## src/rtl/spi_flash_pkg.sv

```systemverilog
// Shared definitions for the SPI flash burst reader: FSM states and flash opcodes.
package spi_flash_pkg;

  typedef enum logic [2:0] {
    ST_IDLE,
    ST_CMD,
    ST_ADDR,
    ST_DUMMY,
    ST_DATA,
    ST_CSH
  } state_t;

  localparam logic [7:0] CMD_READ      = 8'h03;
  localparam logic [7:0] CMD_FAST_READ = 8'h0B;
  localparam int         DUMMY_CYC     = 8;

endpackage

```

## src/rtl/spi_sclk_gen.sv

```systemverilog
// SPI mode-0 clock generator: toggles sclk every CLK_DIV cycles while run is high,
// and flags the clk edge on which sclk will rise or fall.
module spi_sclk_gen #(
  parameter int CLK_DIV = 2
) (
  input  logic clk,
  input  logic rst_n,
  input  logic run,
  output logic sclk,
  output logic rise_stb,
  output logic fall_stb
);

  localparam int CNT_W = (CLK_DIV > 1) ? $clog2(CLK_DIV) : 1;
  localparam logic [CNT_W-1:0] LAST = CNT_W'(CLK_DIV - 1);

  logic [CNT_W-1:0] cnt;
  logic             toggle;

  assign toggle   = run && (cnt == LAST);
  assign rise_stb = toggle && !sclk;
  assign fall_stb = toggle && sclk;

  // Stopping clears the divider so a restart always waits a full half-period.
  always_ff @(posedge clk or negedge rst_n) begin
    if (!rst_n) begin
      cnt  <= '0;
      sclk <= 1'b0;
    end else if (!run) begin
      cnt  <= '0;
      sclk <= 1'b0;
    end else if (toggle) begin
      cnt  <= '0;
      sclk <= ~sclk;
    end else begin
      cnt <= cnt + CNT_W'(1);
    end
  end

endmodule

```

## src/rtl/spi_flash_reader.sv

```systemverilog
// SPI serial-flash burst reader (READ / FAST_READ) with a valid/ready byte stream.
// Define SPI_FLASH_FAST_READ_EN to issue 0x0B followed by 8 dummy clocks.
module spi_flash_reader
  import spi_flash_pkg::*;
#(
  parameter int CLK_DIV     = 2,
  parameter int ADDR_W      = 24,
  parameter int LEN_W       = 8,
  parameter int CS_HIGH_CYC = 4
) (
  input  logic              clk,
  input  logic              rst_n,
  input  logic              req_valid,
  output logic              req_ready,
  input  logic [ADDR_W-1:0] req_addr,
  input  logic [LEN_W-1:0]  req_len,
  output logic [7:0]        rd_data,
  output logic              rd_valid,
  input  logic              rd_ready,
  output logic              busy,
  output logic              flash_sclk,
  output logic              flash_cs_n,
  output logic              flash_mosi,
  input  logic              flash_miso
);

`ifdef SPI_FLASH_FAST_READ_EN
  localparam logic [7:0] CMD_BYTE = CMD_FAST_READ;
`else
  localparam logic [7:0] CMD_BYTE = CMD_READ;
`endif

  localparam int ADDR_BYTES = ADDR_W / 8;
  localparam int CW         = (LEN_W > 8) ? LEN_W : 8;
  localparam int SHW        = 8 + ADDR_W;
  localparam int HW         = (CS_HIGH_CYC > 1) ? $clog2(CS_HIGH_CYC) : 1;

  state_t          state, state_nxt;
  logic [2:0]      bit_cnt;
  logic [CW-1:0]   byte_cnt;
  logic [LEN_W-1:0] len_q;
  logic [SHW-1:0]  tx_shift;
  logic [7:0]      rx_shift;
  logic [HW-1:0]   csh_cnt;
  logic            load_pend, draining;
  logic            accept, byte_end, hold, sclk_run, rise_stb, fall_stb;

  assign req_ready = (state == ST_IDLE);
  assign busy      = (state != ST_IDLE);
  assign accept    = req_valid && req_ready;
  assign byte_end  = rise_stb && (bit_cnt == 3'd7);

  // A data byte may only start clocking once the previous one has been taken.
  assign hold     = (state == ST_DATA) && (bit_cnt == 3'd0) && !flash_sclk && !draining &&
                    rd_valid && !rd_ready;
  assign sclk_run = (state inside {ST_CMD, ST_ADDR, ST_DUMMY, ST_DATA}) && !hold;

  spi_sclk_gen #(.CLK_DIV(CLK_DIV)) u_sclk (
    .clk      (clk),
    .rst_n    (rst_n),
    .run      (sclk_run),
    .sclk     (flash_sclk),
    .rise_stb (rise_stb),
    .fall_stb (fall_stb)
  );

  always_ff @(posedge clk or negedge rst_n) begin
    if (!rst_n) state <= ST_IDLE;
    else        state <= state_nxt;
  end

  always_comb begin
    state_nxt = state;
    case (state)
      ST_IDLE:  if (accept) state_nxt = ST_CMD;
      ST_CMD:   if (byte_end) state_nxt = ST_ADDR;
      ST_ADDR:  if (byte_end && byte_cnt == '0) begin
`ifdef SPI_FLASH_FAST_READ_EN
        state_nxt = ST_DUMMY;
`else
        state_nxt = ST_DATA;
`endif
      end
      ST_DUMMY: if (rise_stb && bit_cnt == 3'(DUMMY_CYC - 1)) state_nxt = ST_DATA;
      ST_DATA:  if (draining && fall_stb) state_nxt = ST_CSH;
      ST_CSH:   if (csh_cnt == HW'(CS_HIGH_CYC - 1)) state_nxt = ST_IDLE;
      default:  state_nxt = ST_IDLE;
    endcase
  end

  // Datapath: serialiser, deserialiser, byte/bit counters and the output register.
  always_ff @(posedge clk or negedge rst_n) begin
    if (!rst_n) begin
      flash_cs_n <= 1'b1;
      flash_mosi <= 1'b0;
      rd_data    <= 8'h00;
      rd_valid   <= 1'b0;
      bit_cnt    <= 3'd0;
      byte_cnt   <= '0;
      len_q      <= '0;
      tx_shift   <= '0;
      rx_shift   <= 8'h00;
      csh_cnt    <= '0;
      load_pend  <= 1'b0;
      draining   <= 1'b0;
    end else begin
      load_pend <= 1'b0;
      if (accept) begin
        flash_cs_n <= 1'b0;
        flash_mosi <= CMD_BYTE[7];
        tx_shift   <= {CMD_BYTE, req_addr} << 1;
        len_q      <= req_len;
        bit_cnt    <= 3'd0;
        byte_cnt   <= '0;
        draining   <= 1'b0;
      end
      if (state == ST_CSH) begin
        flash_cs_n <= 1'b1;
        csh_cnt    <= csh_cnt + HW'(1);
      end else begin
        csh_cnt <= '0;
      end
      if (fall_stb) begin
        if (state == ST_CMD || state == ST_ADDR) begin
          flash_mosi <= tx_shift[SHW-1];
          tx_shift   <= tx_shift << 1;
        end else begin
          flash_mosi <= 1'b0;
        end
      end
      if (rise_stb) begin
        bit_cnt <= bit_cnt + 3'd1;
        if (state == ST_DATA) rx_shift <= {rx_shift[6:0], flash_miso};
        if (bit_cnt == 3'd7) begin
          case (state)
            ST_CMD:  byte_cnt <= CW'(ADDR_BYTES - 1);
            ST_ADDR: byte_cnt <= (byte_cnt == '0) ? CW'(len_q) : byte_cnt - CW'(1);
            ST_DATA: begin
              load_pend <= 1'b1;
              if (byte_cnt == '0) draining <= 1'b1;
              else                byte_cnt <= byte_cnt - CW'(1);
            end
            default: ;
          endcase
        end
      end
      if (load_pend) begin
        rd_data  <= rx_shift;
        rd_valid <= 1'b1;
      end else if (rd_valid && rd_ready) begin
        rd_valid <= 1'b0;
      end
    end
  end

endmodule

```

## config.mk

```make
export PLATFORM = sky130hd
export DESIGN_NAME = spi_flash_reader
export DESIGN_NICKNAME = d
export VERILOG_FILES = /design/src/rtl/spi_flash_pkg.sv /design/src/rtl/spi_sclk_gen.sv /design/src/rtl/spi_flash_reader.sv
export SDC_FILE = /design/constraint.sdc
export NUM_CORES = 1
export LEC_CHECK = 0
export BUFFER_PORTS_ARGS = -buffer_cell sky130_fd_sc_hd__buf_2
export CORE_MARGIN = 3
export CORE_UTILIZATION = 61
export CTS_CLUSTER_DIAMETER = 100
export DETAILED_ROUTE_END_ITERATION = 6
export PLACE_DENSITY_LB_ADDON = 0.08
export SLEW_MARGIN = 0
export SYNTH_ARGS = -nofsm -noshare
export SYNTH_HDL_FRONTEND = slang
export SYNTH_SLANG_ARGS = --single-unit
```

## constraint.sdc

```tcl
create_clock -name clk -period 3 [get_ports clk]
set_input_delay 0.45 -clock clk [delete_from_list [all_inputs] [get_ports clk]]
set_output_delay 0.45 -clock clk [all_outputs]
set_load 0.05 [all_outputs]
```

Word-level counts from Yosys, hierarchy flattened. Index checks and enable logic that the tools add are counted.

Register bits: 79. Input port bits: 37. Output and inout bits: 14.

Add/subtract/negate cells: 4. Equal/unequal tests: 14. Multiplexer cells: 37. Bitwise gates (word level): 1. Reductions and logical operators: 30.

Operators by type and width (count): $mux 32 (3); $mux 8 (5); $mux 3 (8); $pmux 8 s3 (1); $mux 1 (18); $pmux 3 s6 (1); $logic_and 1x1->1 (14); $eq 3x3->1 const B (3); $logic_not 8->1 (1); $ne 2x2->1 const B (4); $reduce_bool 2->1 (4); $sub 8x1->8 const B (1); $eq 3x2->1 const B (2); $logic_not 3->1 (2); $ne 2x1->1 const B (3); $reduce_and 6->1 (1); $logic_not 1->1 (4); $reduce_bool 4->1 (1); $add 3x1->3 const B (1); $eq 3x1->1 const B (1); $reduce_bool 3->1 (1); $add 2x1->2 const B (1); $eq 2x2->1 const B (1); $mux 2 (1); 4 further kinds (4).

Logic depth before layout (Yosys ltp). Gate-level depths: netlist (run 1).

Depth in word-level cells: 14. Gate-level depth with buffers: 8.

Cells and area by module. From an unflattened synthesis (run 1), not the netlist that was laid out.

Cell total of the unflattened synthesis: 352. Area, all modules: 3728.6 um^2.

Modules (own cells, without submodules): spi_flash_reader (instances 1, cells an instance 344, area an instance 3639.7 um^2, seq. area each 1928.1 um^2); spi_sclk_gen (instances 1, cells an instance 8, area an instance 88.8 um^2, seq. area each 50.0 um^2).

Worst setup path after synthesis (run 1). OpenSTA, ideal clock, no wires.

Path type: register -> output. Start: reg state[2]. End: out req_ready. Arrival: 1.676 ns. Required time: 2.550 ns. Path slack: 0.874 ns. Cell stages (with the launch flop): 5. Buffers on the path: 2. Cells stage by stage: dfrtp_1 buf_2 buf_1 or3_1 inv_1.

Cells in the longest elaborated chain, start to end: 1.

Ends and longest elaborated chain: from (decl) (line spi_flash_reader.sv:38) `state_t state, state_nxt;`; from (signal assigned) (line spi_flash_reader.sv:69) `else state <= state_nxt;`; $logic_not 3->1 (line spi_flash_reader.sv:48) `assign req_ready = (state == ST_IDLE);`; to (decl) (line spi_flash_reader.sv:14) `output logic req_ready,`.

Every way passes these cells.

Worst setup path after layout (run 1).
Start: reg bit_cnt[0]. End: reg byte_cnt[6].

Cells in the longest elaborated chain, start to end: 11. Elaborated cells between the ends (all ways): 13. Classes of those cells: eq/ne: 1; mux: 2; reduce/logical: 10.

Ends and longest elaborated chain: from (decl) (line spi_flash_reader.sv:39) `logic [2:0] bit_cnt;`; from (signal assigned) (line spi_flash_reader.sv:132) `bit_cnt <= bit_cnt + 3'd1;`; $logic_not 3->1 (line spi_flash_reader.sv:54) `assign hold = (state == ST_DATA) && (bit_cnt == 3'd0) && !flash_sclk && !draining &&`; $logic_and 1x1->1 (4 in series) (line spi_flash_reader.sv:54); $logic_and 1x1->1 (line spi_flash_reader.sv:55) `rd_valid && !rd_ready;`; $logic_not 1->1 (line spi_flash_reader.sv:56) `assign sclk_run = (state inside {ST_CMD, ST_ADDR, ST_DUMMY, ST_DATA}) && !hold;`; $logic_and 1x1->1 (line spi_flash_reader.sv:56); $logic_and 1x1->1 (line spi_sclk_gen.sv:20) `assign toggle = run && (cnt == LAST);`; $logic_and 1x1->1 (line spi_sclk_gen.sv:21) `assign rise_stb = toggle && !sclk;`; $mux 8 (*) (line spi_flash_reader.sv:131) `if (rise_stb) begin`; to (signal assigned) (line spi_flash_reader.sv:136) `ST_CMD: byte_cnt <= CW'(ADDR_BYTES - 1);`; to (signal assigned) (line spi_flash_reader.sv:137) `ST_ADDR: byte_cnt <= (byte_cnt == '0) ? CW'(len_q) : byte_cnt - CW'(1);`; to (signal assigned) (line spi_flash_reader.sv:141) `else byte_cnt <= byte_cnt - CW'(1);`; to (decl) (line spi_flash_reader.sv:40) `logic [CW-1:0] byte_cnt;`.

Mark *: on every way between the ends. The rest lies on a longest branch, timed or not. A chain may end at the register's enable or synchronous reset.

==> results of run 1 <==
## area by class of cell
cell class | count | share of cell area (%)
Sequential cell | 79 | 46.3
Inverter | 9 | 0.791
Multi-Input combinational cell | 249 | 38.1
Tap cell | 72 | 2.11
Clock inverter | 7 | 2.84
Clock buffer | 9 | 2.90
Timing Repair Buffer | 54 | 6.91
## worst max path at each step
stage | end | slack, ns
CTS | byte_cnt[6] | 0.67
floorplan | req_ready | 0.87
global route | byte_cnt[6] | 0.48
global placement | byte_cnt[6] | 0.77
finish | byte_cnt[6] | 0.67
detailed placement | byte_cnt[6] | 0.71
## through the flow
stage | std cells | setup WS, ns | utilization [%]
6_report | 479 | 0.668 | 74.8
2_1_floorplan | 355 | 0.874 | -
3_3_place_gp | 463 | 0.774 | 70.5
4_1_cts | 479 | 0.668 | 74.8
3_5_place_dp | 463 | 0.715 | 70.5
5_1_grt | 479 | 0.481 | 74.8
## where the power goes
group / leakage [nW] / internal [mW] / total, mW / switching (mW)
Sequential: 1.04 / 1.37 / 1.60 / 0.223
Clock: 0.112 / 0.553 / 0.956 / 0.403
Combinational: 0.887 / 0.419 / 1.09 / 0.666
Total: 2.04 / 2.34 / 3.64 / 1.29
## layout by cell type, fill, tap and decap left out, types with 4 or more instances in the layout
cell,synthesis,final
inv_1,9,9
o21ai_0,33,33
nand2_1,76,76
buf_4,0,4
mux2_2,16,16
clkbuf_8,0,9
buf_2,6,49
nand3_1,11,11
ha_1,6,6
nor2b_1,4,4
a21oi_1,4,4
dfrtp_1,78,78
nor3_1,4,4
o2bb2ai_1,5,5
mux2i_1,26,26
o22ai_1,4,4
xnor2_1,4,4
nor2_1,10,10
## state kept, by name (all words and copies together), names as in the netlist
| signal | cells |
|---|---|
| flash_mosi | 1 |
| u_sclk.sclk | 1 |
| state | 3 |
| rd_data | 8 |
| tx_shift | 32 |
| rx_shift | 8 |
| bit_cnt | 3 |
| draining | 1 |
| flash_cs_n | 1 |
| u_sclk.cnt | 1 |
| len_q | 8 |
| load_pend | 1 |
| byte_cnt | 8 |
| csh_cnt | 2 |
| rd_valid | 1 |
## routing by layer
layer | share of wire (%) | vias to the layer above | wire length [um] | GRT usage [%]
met3 | 3.9 | 13 | 271 | 4.22
li1 | - | 1339 | - | -
met4 | 1.7 | 0 | 119 | 11.0
met5 | 0 | - | 0 | 0
met2 | 48 | 52 | 3320 | 34.3
met1 | 46 | 1296 | 3200 | 29.2
## cells by family (layout without fill, tap and decap cells)
family / after synthesis / after routing / share of synthesized area (%)
buffers and inverters: 27 / 79 / 3.52
multiplexers: 42 / 42 / 11.8
AND/OR/NAND/NOR: 126 / 126 / 16.4
adder cells (fa/ha/maj): 6 / 6 / 2.01
flip-flops: 79 / 79 / 53.0
AO/OA/AOI/OAI: 69 / 69 / 11.9
XOR/XNOR: 6 / 6 / 1.41
## worst register-to-register path: stages (launching register included)
cell and delay, ns:
dfrtp_1 0.39, inv_1 0.06, ha_1 0.18, and4bb_2 0.23, a21oi_2 0.31, nand3_1 0.47
o21a_1 0.38, a21o_1 0.19
==> results.json, run 1 <==
{
  "wl_per_cell_um": 14.4,
  "firstDrtPassIters": 4,
  "overflow": 0,
  "status": "completed",
  "die_y_um": 84.2,
  "setup_tns_ns": 0,
  "cts_tree": "yes",
  "detail-route-antenna-nets": 0,
  "crit_start": "bit_cnt[0]",
  "ctsHoldBuffers": 0,
  "worstMarginPinSlew_ns": 0.970,
  "skew_ns": 0.0114,
  "cts_resized": 0,
  "drtIter0Drc": 161,
  "crit_buf_inv": 1,
  "rows": 27,
  "placed_area_mm2": 0.00403,
  "critPathSlowestCell": "nand3_1",
  "ys_top_cells_by_area": "dfrtp_1 (52%), nand2_1 (7.6%), mux2i_1 (7.0%)",
  "finalCritPeriodShare_pct": 77.7,
  "r2r_start": "bit_cnt[0]",
  "synthFlopType": "dfrtp_1",
  "register_area_mm2": 0.00198,
  "start_util_pct": 65.4,
  "boundaryPins": 51,
  "core-area_mm2": 0.00571,
  "crit_chain": "inv_1, ha_1, and4bb_2, a21oi_2, nand3_1, o21a_1, a21o_1",
  "power_mw": 3.64,
  "grt_pass1_vias": 2807,
  "clk_path_buf_depth": 2,
  "drc": 0,
  "nets": 445,
  "drive_gt1_share_pct": 24.1,
  "grt_usage_pct": 21.9,
  "synth_edf_count": 0,
  "r2r_end": "byte_cnt[6]",
  "dp_hpwl_um": 4580,
  "required_ns": 3.24,
  "yosysMostFrequentCell": "dfrtp_1",
  "crit_family": "compound AO/OA/AOI/OAI gates",
  "hold_slack_ns": 0.232,
  "grt_max_degree": 80,
  "cp_max_fo": 13,
  "synth_top_area_share_pct": 52.3,
  "htree_levels": 3,
  "clk_pin_slew_ns": 0.08,
  "crit_path_end_kind": "flop",
  "yosys_warnings": 0,
  "seq_area_frac_synth_pct": 53.0,
  "cp.depth": 7,
  "via_per_inst": 5.64,
  "numCtsBuffers": 9,
  "synth_seq_cells": 79,
  "crit_arrival_ns": 2.57,
  "syn_inst": 355,
  "finalSetupViolCount": 0,
  "clk_latency_ns": 0.36,
  "r2r_setup_slack_ns": 0.67,
  "synthesis.nets": 398,
  "multiInputGateArea_mm2": 0.00163,
  "areaGrowthSynthToFinish_pct": 14.5,
  "io_buffers": 50,
  "vias": 2700,
  "powerDensity_mw_per_mm2": 852,
  "die-area_mm2": 0.00709,
  "slew_violations": 0,
  "cp-start-kind": "flop",
  "irDropWorstVdd_mv": 0.539,
  "globalplace.congestion": 0.831,
  "wl_um": 6910,
  "cts_post_setup_buffers_inserted": 0,
  "async_reset_ff_share_pct": 100,
  "antenna_cells": 0,
  "r2r_cells": 7,
  "leakage_nw": 2.04,
  "clkSinkCount": 79,
  "crit_type": "reg2reg",
  "die_x_um": 84.2,
  "syn-cell-area_mm2": 0.00373,
  "min_path_type": "in2async",
  "syn_avg_cell_area_um2": 10.5,
  "relSlewSlack_pct": 35.3,
  "stdcell_area_mm2": 0.00427,
  "grt_first_pass_wirelength_um": 12600,
  "max_freq_mhz": 429,
  "drv_cap": 0,
  "max_stage_delay_ns": 0.47,
  "rsz0062_at_grt": "no",
  "fillers": 405,
  "cts_root_buf": "clkbuf_8",
  "period_needed_ns": 2.33,
  "yosys.area.top_type": "dfrtp_1",
  "antenna_found_initial": 0,
  "synth_cell_types": 50,
  "synth.cells.most_frequent": "dfrtp_1 (78), nand2_1 (76), o21ai_0 (33), mux2i_1 (26), mux2_2 (16)",
  "final_hold_viol_count": 0
}
Power figures use the tool's default switching activity.
==> run 2: changes to the inputs <==
Settings changed: CORE_UTILIZATION 61 to 52.
Clock period 3 ns to 2 ns, I/O delays scaled along.
==> run 2 against run 1 <==
Against the previous run:
- register-to-register slack worse by 0.62 ns
- sequential cell count unchanged
- non-clock buffer count up 24
- wire length up 6.5%
- first-iteration DRC count down 71%
- cell area up 6.3%
- worst hold slack worse by 0.10 ns
- maximum frequency up 20%
- setup slack worse by 0.62 ns
- sequential share of layout area down 2.7 points
- combinational power up 75%
- clock skew down 0.0043 ns
- critical path type unchanged
- largest cell class unchanged
- largest power group unchanged
- highest routed layer unchanged
==> results.json, run 2 (same netlist as run 1, synthesis figures left out) <==
{
  "final_common_cell": "dfrtp_1",
  "comb_power_share_pct": 34.6,
  "r2r_end": "byte_cnt[2]",
  "min_path_type": "in2reg",
  "instances_no_fill": 527,
  "register_area_mm2": 0.00198,
  "worstMarginPinSlew_ns": 0.476,
  "crit_type": "reg2reg",
  "p_switching_mw": 2.07,
  "slew_violations": 0,
  "period_needed_ns": 1.95,
  "cts_post_setup_buffers_inserted": 0,
  "crit_arrival_ns": 2.19,
  "cp-start-kind": "flop",
  "die-area_mm2": 0.00823,
  "grt_usage_pct": 19.3,
  "grt_first_pass_wirelength_um": 12800,
  "r2r_cells": 7,
  "antenna_cells": 0,
  "setup_tns_ns": 0,
  "drive_gt1_share_pct": 30.2,
  "largest_reg_flops": 32,
  "cts_root_buf": "clkbuf_8",
  "status": "completed",
  "required_ns": 2.24,
  "wl_per_cell_um": 14.0,
  "min-delay-start": "req_len[3]",
  "areaGrowthSynthToFinish_pct": 21.7,
  "globalplace.congestion": 0.855,
  "clk_latency_ns": 0.36,
  "placed_area_mm2": 0.00425,
  "clkPwrFrac_pct": 22.9,
  "p_seq_share_pct": 42.5,
  "relSlewSlack_pct": 68.0,
  "clk_path_buf_depth": 2,
  "irDropWorstVdd_mv": 0.526,
  "dpl.cell_count": 510,
  "hold_slack_ns": 0.130,
  "stdcell_area_mm2": 0.00454,
  "via_per_inst": 5.24,
  "layout_common_cells": "dfrtp_1 (77), nand2_1 (76), buf_2 (48), o21ai_0 (33), mux2i_1 (26)",
  "wl_um": 7360,
  "clk_pin_slew_ns": 0.09,
  "max_freq_mhz": 513,
  "utilization_pct": 66.1,
  "finalCritPeriodShare_pct": 97.5,
  "drc": 0,
  "fillers": 589,
  "htree_levels": 3,
  "switching_share_pct": 37.5,
  "boundaryPins": 51,
  "vias": 2762,
  "io_buffers": 50,
  "powerDensity_mw_per_mm2": 1220,
  "drtIter0Drc": 46,
  "crit_path_end_kind": "flop",
  "nets": 469,
  "overflow": 0,
  "finalSetupViolCount": 0,
  "drv_cap": 0,
  "r2r_setup_slack_ns": 0.05,
  "grt_pass1_vias": 2737,
  "antenna_found_initial": 0,
  "cp_max_fo": 4,
  "firstDrtPassIters": 4,
  "final_hold_viol_count": 0,
  "rsz0062_at_grt": "yes",
  "clkSinkCount": 79,
  "top_register": "tx_shift",
  "min_path_cells": 3,
  "r2r_start": "byte_cnt[0]",
  "grt_max_degree": 65,
  "leakage_nw": 2.16,
  "start_util_pct": 54.3,
  "dp_hpwl_um": 5170,
  "cts_tree": "yes",
  "whs_endpoint": "len_q[3]",
  "internal-power_mw": 3.45,
  "die_y_um": 90.7,
  "numCtsBuffers": 9,
  "multiInputGateArea_mm2": 0.00168,
  "core-area_mm2": 0.00687,
  "die_x_um": 90.7,
  "rows": 30,
  "skew_ns": 0.00710,
  "detail-route-antenna-nets": 0
}
[run 2: cell count changes in the layout (fill, tap and decap cells not counted), moves of 2 or more]
cell        delta
buf_4         +20
buf_12         +2
bufinv_16      -2
clkinvlp_4     -2
buf_6          +2
inv_6          +2
inv_1          -2
inv_2          +2
inv_8          +2
[run 2: metal layers]
layer	GRT usage, %	wire length [um]
met1	26.4	3530
met2	30.1	3530
met3	5.50	219
met4	5.36	81
met5	0	0
[run 2: worst max path at each step]
stage                             end  slack, ns  depth (start not counted)        start
after global routing      byte_cnt[2]      -0.02                          7  byte_cnt[0]
after detailed placement  byte_cnt[2]     -0.003                          7  byte_cnt[0]
after floorplan             req_ready       0.02                          4     state[2]
after global placement    byte_cnt[2]       0.06                          7  byte_cnt[0]
final                     byte_cnt[2]       0.05                          7  byte_cnt[0]
after CTS                 byte_cnt[2]       0.01                          7  byte_cnt[0]
[run 2: layout make-up]
class / count / area share (%)
clock buffers: 9 / 2.73
clock inverters: 7 / 1.90
inverters: 9 / 0.744
multi-input cells: 249 / 37.1
flip-flops and latches: 79 / 43.6
well taps: 96 / 2.65
repair buffers: 78 / 11.3
[run 2: through the flow]
stage	power, mW	worst slack, ns
2_1_floorplan	3.66	0.0244
3_3_place_gp	4.18	0.0585
3_5_place_dp	4.24	-0.00295
4_1_cts	5.52	0.00996
5_1_grt	5.95	-0.0231
6_report	5.52	0.0500
[run 2: repair_timing]
item / CTS / global route
hold endpoints to repair: 17 / 0
gates cloned: 0 / 0
gates resized for setup: 3 / 13
pin swaps: 0 / 5
hold buffers: 1 / 0
setup endpoints to repair: 2 / 9
[run 2: power groups by stage]
stage	combinational, mW	sequential [mW]	clock [mW]
after global placement	1.82	2.36	0
final	1.91	2.35	1.26
after floorplan	1.27	2.38	0
after detailed placement	1.86	2.38	0
after CTS	1.87	2.35	1.29
after global routing	2.16	2.41	1.38
[run 2: critical path: stages, from the launching register on]
cell and delay, ns:
dfrtp_1 0.40, inv_2 0.08, ha_4 0.13, or4b_4 0.47
o211a_4 0.29, and2_4 0.16, o31ai_4 0.21, o22ai_1 0.09
